File: config.mk
export PLATFORM = sky130hd
export DESIGN_NAME = inst_fetch_unit_flat
export DESIGN_NICKNAME = d
export VERILOG_FILES = /design/src/rtl/inst_fetch_unit_if.sv /design/src/rtl/inst_fetch_unit.sv /design/src/flat_wrapper.sv
export SDC_FILE = /design/constraint.sdc
export NUM_CORES = 1
export LEC_CHECK = 0
export BUFFER_PORTS_ARGS = -buffer_cell sky130_fd_sc_hd__clkbuf_2
export CAP_MARGIN = 20
export CORE_MARGIN = 5
export CORE_UTILIZATION = 48
export CTS_CLUSTER_SIZE = 28
export DETAILED_ROUTE_END_ITERATION = 12
export PLACE_DENSITY = 0.78
export SLEW_MARGIN = 20
export SYNTH_ARGS = -nofsm -noshare
export SYNTH_HDL_FRONTEND = slang
export SYNTH_SLANG_ARGS = --single-unit
export TNS_END_PERCENT = 50
File: constraint.sdc
create_clock -name clk -period 3.1 [get_ports clk]
set_input_delay 0.155 -clock clk [delete_from_list [all_inputs] [get_ports clk]]
set_output_delay 0.155 -clock clk [all_outputs]
set_load 0.02 [all_outputs]
File: src/rtl/inst_fetch_unit_if.sv
// inst_fetch_unit_if: instruction-memory request/acknowledge bundle.
//
// Signals:
//   imemReq  - fetch request, driven by the fetch unit
//   imemAddr - fetch address, held stable while imemReq=1 and imemAck=0
//   imemAck  - memory accepted the request; imemData is valid this cycle
//   imemData - 32-bit instruction word
//
// Modports: master = fetch unit side, slave = instruction memory side.
interface inst_fetch_unit_if #(
   parameter int ADDR_W = 32
);
   logic              imemReq;
   logic [ADDR_W-1:0] imemAddr;
   logic              imemAck;
   logic [31:0]       imemData;

   modport master (output imemReq, output imemAddr, input imemAck, input imemData);
   modport slave  (input imemReq, input imemAddr, output imemAck, output imemData);
endinterface

File: src/rtl/inst_fetch_unit.sv
// inst_fetch_unit: fetch stage feeding the control unit.
//
// Owns PC/NPC, fetches instructions over a req/ack memory handshake into the
// instruction register (IR) and exposes the decoded IR fields, the immediate
// and the branch target.
//
// Ports:
//   clk, rstN                 - clock (rising edge), async active-low reset
//   ldPC, clrPC               - PC update / synchronous PC clear (clrPC wins)
//   isRet, isBranchTaken      - next-PC select (return has priority)
//   retAddr                   - return address
//   ldInst, clrInst           - fetch enable / synchronous IR + FSM clear
//   imem                      - instruction memory handshake (master side)
//   instValid                 - IR holds the instruction for the current PC
//   opcode, iOrReg, rd, rs1, rs2, modifier, imm - decoded IR fields
//   npc                       - registered PC + INST_BYTES
//   brnchTarget               - PC + (sign-extended IR[26:0] << 2)
//
// Optional build macro IFU_IMM_EXT_EN: when defined, imm is built from IR[15:0]
// according to modifier; otherwise imm is IR[17:0] zero-extended.
module inst_fetch_unit #(
   parameter int                ADDR_W     = 32,
   parameter logic [ADDR_W-1:0] RESET_PC   = {ADDR_W{1'b0}},
   parameter int                INST_BYTES = 4
) (
   input  logic                  clk,
   input  logic                  rstN,
   input  logic                  ldPC,
   input  logic                  clrPC,
   input  logic                  ldInst,
   input  logic                  clrInst,
   input  logic                  isBranchTaken,
   input  logic                  isRet,
   input  logic [ADDR_W-1:0]     retAddr,
   inst_fetch_unit_if.master     imem,
   output logic                  instValid,
   output logic [4:0]            opcode,
   output logic                  iOrReg,
   output logic [3:0]            rd,
   output logic [3:0]            rs1,
   output logic [3:0]            rs2,
   output logic [1:0]            modifier,
   output logic [31:0]           imm,
   output logic [ADDR_W-1:0]     npc,
   output logic [ADDR_W-1:0]     brnchTarget
);

   typedef enum logic [1:0] {
      S_IDLE = 2'd0,
      S_REQ  = 2'd1,
      S_WAIT = 2'd2,
      S_DONE = 2'd3
   } state_t;

   state_t            state_r, state_nxt_s;
   logic [ADDR_W-1:0] pc_r, npc_r, pc_nxt_s;
   logic [ADDR_W-1:0] sext_s, brnch_s;
   logic              pc_chg_s;
   logic              req_r, req_nxt_s;
   logic [ADDR_W-1:0] addr_r, addr_nxt_s;
   logic [31:0]       ir_r, ir_nxt_s;
   logic              valid_r, valid_nxt_s;
   logic              stale_r, stale_nxt_s;

   // Immediate extraction from the instruction word.
   function automatic logic [31:0] imm_f(input logic [31:0] ir);
`ifdef IFU_IMM_EXT_EN
      case (ir[17:16])
         2'b00:   imm_f = {{16{ir[15]}}, ir[15:0]};
         2'b01:   imm_f = {16'h0000, ir[15:0]};
         2'b10:   imm_f = {ir[15:0], 16'h0000};
         2'b11:   imm_f = {{16{ir[15]}}, ir[15:0]};
         default: imm_f = {{16{ir[15]}}, ir[15:0]};
      endcase
`else
      imm_f = {14'd0, ir[17:0]};
`endif
   endfunction

   // Branch target and next-PC selection; clear beats load, return beats branch.
   always_comb begin
      sext_s   = {{(ADDR_W-27){ir_r[26]}}, ir_r[26:0]};
      brnch_s  = pc_r + {sext_s[ADDR_W-3:0], 2'b00};
      pc_chg_s = clrPC | ldPC;
      if (clrPC) begin
         pc_nxt_s = RESET_PC;
      end else if (ldPC) begin
         if (isRet) begin
            pc_nxt_s = retAddr;
         end else if (isBranchTaken) begin
            pc_nxt_s = brnch_s;
         end else begin
            pc_nxt_s = npc_r;
         end
      end else begin
         pc_nxt_s = pc_r;
      end
   end

   // Fetch FSM next-state logic. A PC change while a request is outstanding
   // marks it stale so the returning word is dropped and the fetch reissued.
   always_comb begin
      state_nxt_s = state_r;
      req_nxt_s   = req_r;
      addr_nxt_s  = addr_r;
      ir_nxt_s    = ir_r;
      valid_nxt_s = valid_r;
      stale_nxt_s = stale_r;
      if (clrInst) begin
         state_nxt_s = S_IDLE;
         req_nxt_s   = 1'b0;
         ir_nxt_s    = 32'h0000_0000;
         valid_nxt_s = 1'b0;
         stale_nxt_s = 1'b0;
      end else begin
         case (state_r)
            S_IDLE: begin
               if (ldInst && !valid_r) begin
                  state_nxt_s = S_REQ;
                  req_nxt_s   = 1'b1;
                  addr_nxt_s  = pc_nxt_s;
                  stale_nxt_s = 1'b0;
               end else begin
                  state_nxt_s = S_IDLE;
               end
            end
            S_REQ, S_WAIT: begin
               if (imem.imemAck) begin
                  if (stale_r || pc_chg_s) begin
                     valid_nxt_s = 1'b0;
                     stale_nxt_s = 1'b0;
                     if (ldInst) begin
                        state_nxt_s = S_REQ;
                        req_nxt_s   = 1'b1;
                        addr_nxt_s  = pc_nxt_s;
                     end else begin
                        state_nxt_s = S_IDLE;
                        req_nxt_s   = 1'b0;
                     end
                  end else begin
                     state_nxt_s = S_DONE;
                     req_nxt_s   = 1'b0;
                     ir_nxt_s    = imem.imemData;
                     valid_nxt_s = 1'b1;
                  end
               end else begin
                  // Request and address held until the memory acknowledges.
                  state_nxt_s = S_WAIT;
                  stale_nxt_s = stale_r | pc_chg_s;
               end
            end
            S_DONE: begin
               if (pc_chg_s) begin
                  state_nxt_s = S_IDLE;
                  valid_nxt_s = 1'b0;
               end else begin
                  state_nxt_s = S_DONE;
                  valid_nxt_s = 1'b1;
               end
            end
            default: begin
               state_nxt_s = S_IDLE;
               req_nxt_s   = 1'b0;
               valid_nxt_s = 1'b0;
               stale_nxt_s = 1'b0;
            end
         endcase
      end
   end

   // State, PC/NPC and fetch registers.
   always_ff @(posedge clk or negedge rstN) begin
      if (!rstN) begin
         state_r <= S_IDLE;
         pc_r    <= RESET_PC;
         npc_r   <= RESET_PC + ADDR_W'(INST_BYTES);
         req_r   <= 1'b0;
         addr_r  <= {ADDR_W{1'b0}};
         ir_r    <= 32'h0000_0000;
         valid_r <= 1'b0;
         stale_r <= 1'b0;
      end else begin
         state_r <= state_nxt_s;
         pc_r    <= pc_nxt_s;
         // Follows PC one cycle later; wraps at ADDR_W.
         npc_r   <= pc_r + ADDR_W'(INST_BYTES);
         req_r   <= req_nxt_s;
         addr_r  <= addr_nxt_s;
         ir_r    <= ir_nxt_s;
         valid_r <= valid_nxt_s;
         stale_r <= stale_nxt_s;
      end
   end

   assign imem.imemReq  = req_r;
   assign imem.imemAddr = addr_r;
   assign instValid     = valid_r;
   assign npc           = npc_r;
   assign brnchTarget   = brnch_s;
   assign opcode        = ir_r[31:27];
   assign iOrReg        = ir_r[26];
   assign rd            = ir_r[25:22];
   assign rs1           = ir_r[21:18];
   assign rs2           = ir_r[17:14];
   assign modifier      = ir_r[17:16];
   assign imm           = imm_f(ir_r);

endmodule

File: src/flat_wrapper.sv
// flat-port wrapper written by rule: the top's interface ports become plain ports
module inst_fetch_unit_flat 
#(
   parameter int                ADDR_W     = 32,
   parameter logic [ADDR_W-1:0] RESET_PC   = {ADDR_W{1'b0}},
   parameter int                INST_BYTES = 4
)
  (clk, rstN, ldPC, clrPC, ldInst, clrInst, isBranchTaken, isRet, retAddr, instValid, opcode, iOrReg, rd, rs1, rs2, modifier, imm, npc, brnchTarget, imem_imemReq, imem_imemAddr, imem_imemAck, imem_imemData);
  inst_fetch_unit_if #(.ADDR_W(ADDR_W)) imem_i ();
  input  logic clk;
  input  logic rstN;
  input  logic ldPC;
  input  logic clrPC;
  input  logic ldInst;
  input  logic clrInst;
  input  logic isBranchTaken;
  input  logic isRet;
  input  logic [ADDR_W-1:0] retAddr;
  output logic instValid;
  output logic [4:0] opcode;
  output logic iOrReg;
  output logic [3:0] rd;
  output logic [3:0] rs1;
  output logic [3:0] rs2;
  output logic [1:0] modifier;
  output logic [31:0] imm;
  output logic [ADDR_W-1:0] npc;
  output logic [ADDR_W-1:0] brnchTarget;
  output wire logic [$bits(imem_i.imemReq)-1:0] imem_imemReq;
  output wire logic [$bits(imem_i.imemAddr)-1:0] imem_imemAddr;
  input wire logic [$bits(imem_i.imemAck)-1:0] imem_imemAck;
  input wire logic [$bits(imem_i.imemData)-1:0] imem_imemData;
  assign imem_imemReq = imem_i.imemReq;
  assign imem_imemAddr = imem_i.imemAddr;
  assign imem_i.imemAck = imem_imemAck;
  assign imem_i.imemData = imem_imemData;
  inst_fetch_unit #(.ADDR_W(ADDR_W), .RESET_PC(RESET_PC), .INST_BYTES(INST_BYTES)) u_core (.clk(clk), .rstN(rstN), .ldPC(ldPC), .clrPC(clrPC), .ldInst(ldInst), .clrInst(clrInst), .isBranchTaken(isBranchTaken), .isRet(isRet), .retAddr(retAddr), .imem(imem_i), .instValid(instValid), .opcode(opcode), .iOrReg(iOrReg), .rd(rd), .rs1(rs1), .rs2(rs2), .modifier(modifier), .imm(imm), .npc(npc), .brnchTarget(brnchTarget));
endmodule
==> results of run 1 <==
-- final timing paths --
| check | cells after the start | start | endpoint |
|---|---|---|---|
| setup / recovery | 11 | u_core.pc_r[2]$_DFF_PN0_ | brnchTarget[30] |
| hold / removal | 2 | clrInst | u_core.imem.imemReq$_DFFE_PN0P_ |
| setup reg to reg | 14 | u_core.pc_r[2]$_DFF_PN0_ | u_core.pc_r[26]$_DFF_PN0_ |
| hold reg to reg | 0 | u_core.pc_r[1]$_DFF_PN0_ | u_core.npc[1]$_DFF_PN0_ |
| max in group asynchronous | 3 | rstN | u_core.npc[9]$_DFF_PN0_ |
| min in group asynchronous | 2 | rstN | u_core.imem.imemAddr[1]$_DFFE_PN0P_ |
-- area by class of cell --
type                    instances  area, sq um
multi-input cells             652         4270
clock buffers                  20          467
fillers                      1329         5510
clock inverters                12          200
flip-flops and latches        133         3330
inverters                      17         63.8
well taps                     216          270
repair buffers                289         1770
-- cell usage after synthesis (all sizes together), types with 8 or more instances --
library cell  instances  area share, %
and3                  8           0.64
xnor2                40            4.5
o21ai                32            2.1
xor2                 13            1.5
nor2                 57            2.8
a21o                 16            1.5
mux2i                17            2.2
nand3                22            1.4
a21oi                74            4.8
nor3                 12           0.77
o21a                  9           0.87
clkbuf               34            1.6
nand2               151            7.3
ha                   32            5.2
a211oi                9           0.87
nand4                10           0.81
buf                  30            2.8
a31oi                13            1.0
inv                  17           0.82
dfrtp               132             43
o31ai                 8           0.84
mux2                 15            2.2
-- power by group --
part | internal, mW | switching, mW | total (mW)
clock network | 1.49 | 0.805 | 2.29
logic | 0.385 | 0.651 | 1.04
registers | 1.88 | 0.118 | 2.00
-- registers in the layout, summed over array words and instances (netlist names) --
name / count
u_core.imem.imemAddr: 32
u_core.imem.imemReq: 1
u_core.instValid: 1
u_core.ir_r: 32
u_core.npc: 32
u_core.pc_r: 32
u_core.stale_r: 1
u_core.state_r: 2
-- worst reg2reg max path, stage by stage, from the launching register on --
cell and delay [ns]:
dfrtp_1 0.38, ha_4 0.14, inv_2 0.03, fa_2 0.36, nor2b_4 0.16, o2111ai_4 0.18
a211o_1 0.36, a31o_4 0.25, buf_4 0.14, buf_6 0.12, o21ai_4 0.16, xor2_2 0.20
buf_4 0.15, mux2i_4 0.07, a311oi_1 0.30
-- cells by family (layout without fill, tap and decap cells) --
| family | count (synthesis) | count (layout) | share of synthesized area [%] |
|---|---|---|---|
| AOI/OAI and AO/OA | 223 | 223 | 19.0 |
| xor gates and xnor gates | 53 | 53 | 5.98 |
| adders and majority gates | 33 | 33 | 5.42 |
| buffers and inverters | 81 | 338 | 5.27 |
| DFF | 133 | 133 | 42.9 |
| muxes | 32 | 32 | 4.42 |
| other | 1 | 14 | 0.0483 |
| and+or+nand+nor | 297 | 297 | 17.0 |
-- what timing repair did --
action	4_1_cts	5_1_grt
buffers inserted	6	10
endpoints found under the hold margin	110	0
pin swaps	8	16
cloned	0	0
gates resized for setup	16	38
setup endpoints to repair	10	18
hold buffers	33	0
-- per-layer routing --
| layer | vias to the layer above | track usage (%) | share of wire (%) | wire, um |
|---|---|---|---|---|
| met5 | - | 0 | 0.13 | 34 |
| met4 | 4 | 13.2 | 4.7 | 1240 |
| met3 | 108 | 8.53 | 9.4 | 2510 |
| met2 | 397 | 43.7 | 46 | 12100 |
| met1 | 3582 | 36.4 | 40 | 10600 |
| li1 | 3497 | - | - | - |
==> impl_results.md, run 1 <==
- Clk pin slew, worst setup/hold paths: 0.06 ns
- Clock root cell: clkbuf_16
- # setup viols final: 4
- Share of layout cells above drive strength 1: 30.5%
- Crit-path cells: ha_4 -> inv_2 -> fa_2 -> nor2b_4 -> o2111ai_4 -> a211o_1 -> a31o_4 -> o21a_1 -> o21bai_1 -> xor2_1 -> buf_4
- Worst Path Buf+Inv: 2
- RSZ-0062 raised after global routing: true
- Final Power: 5.33 mW
- Total Neg Setup Slack: -0.359 ns
- WL final: 26,600 um
- CP Capture Type: primary output
- CP Data Arrival Time: 3.08 ns
- Die extent in x: 137 um
- Setup ws final: -0.133 ns
- Total clock buffers created by CTS: 17
- Crit path max-delay family: compound AO/OA/AOI/OAI gates
- Number of max-cap violations: 0
- Final Hold Fails: 0
- Yosys warns: 0
- Area after DPL: 0.00905 sq mm
- Detailed placement HPWL: 18,700 um
- Overall routing resource usage: 28.3%
- Fin crit period: 3.23 ns
- Syn_area_per_cell: 9.10 sq um
- Sink Count: 133
- Slew headroom: 45.5%
- Startpoint Class: flip-flop
- Layout Cell Area excl Fill: 0.0104 sq mm
- Chip height: 137 um
- Failing checks: setup timing
- Fin util: 65.3%
- Via count: 7,588
- Leak pwr: 5.19 nW
- H-tree levels: 4
- Crit path max fanout: 5
- Synth async-reset ratio: 100%
- Initial detailed-routing violation count: 637
- Synth Register Bits: 133
- Wire per inst: 19.8 um
- FF-to-FF setup slack: -0.02 ns
- Post-route insts no fill: 1,339
- Slew @ Worst Pin: 0.816 ns
- FP Rows: 46
- Die area: 0.0188 sq mm
- CTS tree: done
- Remaining DRCs: 0
- Post-synth EDFFs: 0
- Pre-CTS WS: 0.0310 ns
- Clock Path Buffers: 2
- DP Cell Count: 1,259
- Yosys cell types: 70
- Port-buffer cells: 208
- Final setup skew: 0.0104 ns
- I/O pins: 223
- Largest net degree at the start of global routing: 83
- PD cells: 514 mW/mm^2
- Routed Antenna Nets: 0
- Via density: 5.67
- Worst Hold Class: input pin to flip-flop
- Initial core utilization: 48.9%
- Register area share after synthesis: 42.9%
- Synth Flop Type: dfrtp_1
- Vias in the first global route: 7,456
- Worst-Skew Late Latency: 0.43 ns
- Slew Limit Fails: 0
- Core Region: 0.0159 sq mm
- Placer Congestion: 0.935
- Antenna violations before repair: 2
- Netlist Area Pre-Place: 0.00776 sq mm
- Outcome: complete, but fails checks
- Layout area overhead: 33.7%
- CP max-delay cell: dfrtp_1
- Final Cycle Share: 104%
- WHS: 0.00759 ns
- Drt pass-1 iters: 5
- Most frequent cells in the layout: 199 x clkbuf_2, 150 x nand2_1, 130 x dfrtp_1
- VDD IR max: 0.000444 V
- CP required: 2.94 ns
- Global-route wire length before repair: 40,600 um
- Most common cell after layout, fill and taps aside: clkbuf_2
- CP Class: flip-flop to primary output
- Cells after synthesis: 853
- Congestion Overflow GR: 0
- Fmax: 309 MHz
- Final Net Count: 1,216
- Slowest stage delay, CP: 0.38 ns
- Ant. Diodes: 0
Power figures use the tool's default switching activity.
==> inputs of run 2 (changes only) <==
--- a/config.mk
+++ b/config.mk
@@ -7,11 +7,13 @@
 export LEC_CHECK = 0
 export BUFFER_PORTS_ARGS = -buffer_cell sky130_fd_sc_hd__clkbuf_2
 export CAP_MARGIN = 20
+export CELL_PAD_IN_SITES_DETAIL_PLACEMENT = 1
+export CELL_PAD_IN_SITES_GLOBAL_PLACEMENT = 1
 export CORE_MARGIN = 5
-export CORE_UTILIZATION = 48
+export CORE_UTILIZATION = 35
 export CTS_CLUSTER_SIZE = 28
 export DETAILED_ROUTE_END_ITERATION = 12
-export PLACE_DENSITY = 0.78
+export PLACE_DENSITY_LB_ADDON = 0.1
 export SLEW_MARGIN = 20
 export SYNTH_ARGS = -nofsm -noshare
 export SYNTH_HDL_FRONTEND = slang
==> run 2 against run 1 <==
The flow still finishes with violations (setup timing). Maximum frequency up 0.81%. Sequential share of layout area fell by 0.80 points. Critical path type unchanged. Cell count up 5.8%. Critical path depth unchanged. Largest cell class unchanged.
==> impl_results.md, run 2 (synthesis results as in run 1) <==
- Outcome: complete, but fails checks
- Failing checks: setup timing
- Chip height: 159 um
- Via density: 5.29
- Final Hold Fails: 0
- WHS: 0.0332 ns
- Final Power: 5.30 mW
- Vias in the first global route: 8,152
- Detailed placement HPWL: 22,400 um
- Worst hold start: retAddr[15]
- Setup ws final: -0.107 ns
- Slew Limit Fails: 0
- PD cells: 497 mW/mm^2
- Final setup skew: 0.00906 ns
- Fmax: 312 MHz
- DP Cell Count: 1,335
- Slew @ Worst Pin: 0.669 ns
- Die area: 0.0252 sq mm
- Clock root cell: clkbuf_16
- Clock Path Buffers: 2
- # setup viols final: 4
- CP Class: flip-flop to primary output
- Launch point of the worst path: u_core.pc_r[2]$_DFF_PN0_
- Congestion Overflow GR: 0
- Initial core utilization: 35.6%
- Slowest stage delay, CP: 0.40 ns
- I/O pins: 223
- Number of max-cap violations: 0
- VDD IR max: 0.000316 V
- Fin crit period: 3.21 ns
- Share of layout cells above drive strength 1: 32.3%
- Initial detailed-routing violation count: 328
- Total clock buffers created by CTS: 17
- WL final: 30,300 um
- Startpoint Class: flip-flop
- Fin util: 48.8%
- CP Capture Type: primary output
- FP Rows: 54
- Register Area: 0.00334 sq mm
- Largest net degree at the start of global routing: 63
- Sink Count: 133
- Post-route insts no fill: 1,416
- Layout area overhead: 37.3%
- CP max-delay cell: dfrtp_1
- Clk pin slew, worst setup/hold paths: 0.06 ns
- Final Cycle Share: 103%
- Crit-path cells: ha_4 -> inv_2 -> fa_2 -> nor2b_4 -> o2111ai_4 -> a211o_1 -> a31o_4 -> o21a_1 -> o21bai_1 -> xor2_1 -> buf_4
- Leak pwr: 5.23 nW
- Core Region: 0.0218 sq mm
- Wire per inst: 21.4 um
- CP required: 2.94 ns
- Remaining DRCs: 0
- Global-route wire length before repair: 47,500 um
- Routed Antenna Nets: 0
- Placer Congestion: 0.906
- Worst-Skew Late Latency: 0.42 ns
- CTS tree: done
- Crit path max fanout: 4
- Fill count: 2,582
- Die extent in x: 159 um
- Most frequent cells in the layout: 200 x clkbuf_2, 148 x nand2_1, 126 x dfrtp_1
- Drt pass-1 iters: 4
- CP Data Arrival Time: 3.05 ns
- Slew headroom: 55.2%
- Multi-input logic area: 0.00438 sq mm
- Final Net Count: 1,228
- Worst Hold Class: input pin to flip-flop
- RSZ-0062 raised after global routing: true
- Antenna violations before repair: 1
- Most common cell after layout, fill and taps aside: clkbuf_2
- Via count: 7,484
- H-tree levels: 4
- Worst r2r src: u_core.pc_r[2]$_DFF_PN0_
- Overall routing resource usage: 23.6%
- Port-buffer cells: 208
## run 2: critical path, delay by kind of cell (launching register included)
kind / cells / cell delay (ns)
compound gates: 5 / 1.17
xor+xnor: 1 / 0.17
fa+ha+maj: 2 / 0.52
buf+inv: 2 / 0.20
flops: 1 / 0.40
simple gates: 1 / 0.16
## run 2: cell type report
class | count | share of cell area [%]
flip-flops and latches | 133 | 31.3
well taps | 280 | 3.29
clock inverters | 11 | 1.62
inverters | 17 | 0.599
repair buffers | 301 | 17.6
clock buffers | 21 | 4.41
diodes | 1 | 0.0235
multi-input cells | 652 | 41.1
## run 2: routing by layer
layer  GRT usage (%)  wire [um]  vias up
li1                -          -     3534
met1            30.8      13100     3729
met2            40.4      15000      203
met3            4.92       1890       18
met4            5.39        342        0
met5               0          0        -
## run 2: final timing paths
check                                                       endpoint  slack (ns)  cells past startpoint
worst max-delay path                                 brnchTarget[30]       -0.11                     11
worst min-delay path                       u_core.pc_r[15]$_DFF_PN0_        0.03                      3
worst max register to register  u_core.imem.imemAddr[16]$_DFFE_PN0P_        0.02                     12
worst min register to register               u_core.npc[0]$_DFF_PN0_        0.44                      0
max in group asynchronous                    u_core.npc[2]$_DFF_PN1_        2.08                      3
min in group asynchronous                u_core.ir_r[20]$_DFFE_PN0P_        0.25                      2
## run 2: power by group
part	internal (mW)	leakage, nW	switching [mW]
clock network	1.41	0.302	0.808
registers	1.88	1.77	0.130
logic	0.405	3.15	0.660
total	3.70	5.23	1.60
## run 2: metrics by stage
step | setup WS, ns | cell area [sq um] | setup TNS, ns
final | -0.107 | 10700 | -0.239
after floorplan | 0.0237 | 7820 | 0
after detailed placement | 0.0425 | 9250 | 0
after CTS | -0.113 | 10400 | -0.359
after global routing | -0.209 | 10700 | -0.849
after global placement | 0.101 | 9250 | 0
## run 2: repair_timing
action,4_1_cts,5_1_grt
resized for setup,29,41
pin swaps,10,12
setup endpoints to repair,12,13
endpoints found under the hold margin,79,0
setup buffers,9,7
hold buffers,33,0
==> inputs of run 3 (changes only) <==
--- a/config.mk
+++ b/config.mk
@@ -14,6 +14,8 @@
 export CTS_CLUSTER_SIZE = 28
 export DETAILED_ROUTE_END_ITERATION = 12
 export PLACE_DENSITY_LB_ADDON = 0.1
+export RECOVER_POWER = 25
+export SKIP_LAST_GASP = 1
 export SLEW_MARGIN = 20
 export SYNTH_ARGS = -nofsm -noshare
 export SYNTH_HDL_FRONTEND = slang
==> run 3 against run 2 <==
The flow still finishes with violations (setup timing). Utilization shrank 0.79 points. Non-clock buffer count down 1. Cell area shrank 1.6%. Sequential share of layout area is 0.45 points higher. Clock power about the same. Setup slack improved by 0.0040 ns. Wire length shrank 0.60%. Clock-buffer cell count stayed put.
==> impl_results.md, run 3 (synthesis results as in run 1) <==
- Outcome: complete, but fails checks
- Failing checks: setup timing
- RSZ-0062 raised after global routing: true
- Final Hold Fails: 0
- Crit path capture: brnchTarget[30]
- Overall routing resource usage: 23.6%
- Clock Path Buffers: 2
- Final Cycle Share: 103%
- Congestion Overflow GR: 0
- DP Cell Count: 1,335
- Vias in the first global route: 8,160
- # setup viols final: 9
- Leak pwr: 5.20 nW
- Initial detailed-routing violation count: 356
- Worst r2r src: u_core.pc_r[2]$_DFF_PN0_
- Global-route wire length before repair: 47,500 um
- Slew headroom: 15.5%
- CTS tree: done
- Total clock buffers created by CTS: 17
- Fin crit period: 3.20 ns
- Layout area overhead: 35.1%
- Sink Count: 133
- Die area: 0.0252 sq mm
- Setup ws final: -0.103 ns
- Port-buffer cells: 208
- Final Power: 5.29 mW
- Drt pass-1 iters: 5
- Clock root cell: clkbuf_16
- Die extent in x: 159 um
- Clk pin slew, worst setup/hold paths: 0.06 ns
- Core Region: 0.0218 sq mm
- FF-to-FF setup slack: 0.01 ns
- Remaining DRCs: 0
- Worst r2r dst: u_core.imem.imemAddr[16]$_DFFE_PN0P_
- Routed Antenna Nets: 0
- Launch point of the worst path: u_core.pc_r[2]$_DFF_PN0_
- I/O pins: 223
- Slew @ Worst Pin: 1.27 ns
- Share of layout cells above drive strength 1: 30.2%
- Crit path max fanout: 4
- R2R depth: 12
- Post-route insts no fill: 1,416
- Detailed placement HPWL: 22,400 um
- CP Data Arrival Time: 3.05 ns
- H-tree levels: 4
- Antenna violations before repair: 1
- Worst-Skew Late Latency: 0.43 ns
- Slew Limit Fails: 0
- Startpoint Class: flip-flop
- Largest net degree at the start of global routing: 63
- CP required: 2.94 ns
- Initial core utilization: 35.6%
- PD cells: 504 mW/mm^2
- Chip height: 159 um
- Via density: 5.26
- Wire per inst: 21.3 um
- Final setup skew: 0.0117 ns
- Final Net Count: 1,227
- Fmax: 312 MHz
- Worst Hold Class: input pin to flip-flop
- Fin util: 48.0%
- Most frequent cells in the layout: 202 x clkbuf_2, 150 x nand2_1, 131 x dfrtp_1
- CP Class: flip-flop to primary output
- VDD IR max: 0.000319 V
- Number of max-cap violations: 0
- Placer Congestion: 0.906
- Via count: 7,447
- FP Rows: 54
- CP Capture Type: primary output
- WL final: 30,100 um
- Most common cell after layout, fill and taps aside: clkbuf_2
-- run 3: how the worst min path moves through the flow --
stage / start / end / slack (ns) / depth (start not counted)
floorplan: rstN / u_core.imem.imemAddr[0]$_DFFE_PN0P_ / -0.14 / 0
global route: retAddr[15] / u_core.pc_r[15]$_DFF_PN0_ / 0.03 / 3
finish: retAddr[15] / u_core.pc_r[15]$_DFF_PN0_ / 0.03 / 3
detailed placement: rstN / u_core.ir_r[20]$_DFFE_PN0P_ / 0.14 / 1
CTS: retAddr[15] / u_core.pc_r[15]$_DFF_PN0_ / 0.02 / 3
global placement: rstN / u_core.ir_r[20]$_DFFE_PN0P_ / 0.13 / 1
-- run 3: through the flow --
step	cell area (sq um)	setup TNS [ns]	setup WS (ns)	hold WS (ns)
after detailed placement	9250	0	0.0425	0.137
after global routing	10500	-1.61	-0.201	0.0263
after global placement	9250	0	0.101	0.132
after floorplan	7820	0	0.0237	-0.141
final	10500	-0.481	-0.103	0.0278
after CTS	10400	-0.448	-0.113	0.0174
-- run 3: what timing repair did --
item | in CTS | in global routing
endpoints found under the hold margin | 79 | 0
cloned | 0 | 0
hold buffers | 33 | 0
endpoints found under the setup margin | 12 | 13
pin swaps | 9 | 11
setup buffers | 9 | 6
resized for setup | 25 | 15
-- run 3: where the power goes --
group	total, mW	internal (mW)	leakage, nW	switching (mW)
Clock	2.23	1.41	0.302	0.814
Combinational	1.05	0.392	3.12	0.657
Sequential	2.01	1.88	1.78	0.129
Total	5.29	3.69	5.20	1.60
-- run 3: critical path: stages (launching register included) --
cell and delay (ns):
dfrtp_1 0.40, ha_4 0.16, inv_2 0.04, fa_2 0.36
nor2b_4 0.16, o2111ai_4 0.15, a211o_1 0.35, a31o_4 0.27
o21a_1 0.22, o21bai_1 0.16, xor2_1 0.18, buf_4 0.16
-- run 3: area by class of cell --
type / instances / area (sq um)
Timing Repair Buffer: 300 / 1850
Clock buffer: 21 / 470
Multi-Input combinational cell: 652 / 4240
Tap cell: 280 / 350
Fill cell: 2606 / 11300
Antenna cell: 2 / 5.00
Inverter: 17 / 63.8
Clock inverter: 11 / 173
Sequential cell: 133 / 3330
-- run 3: routing by layer --
layer / up-vias / wire length (um) / GRT usage, %
met1: 3717 / 13300 / 30.8
met4: 0 / 328 / 5.39
met2: 176 / 14900 / 40.4
li1: 3532 / - / -
met5: - / 0 / 0
met3: 22 / 1530 / 4.92
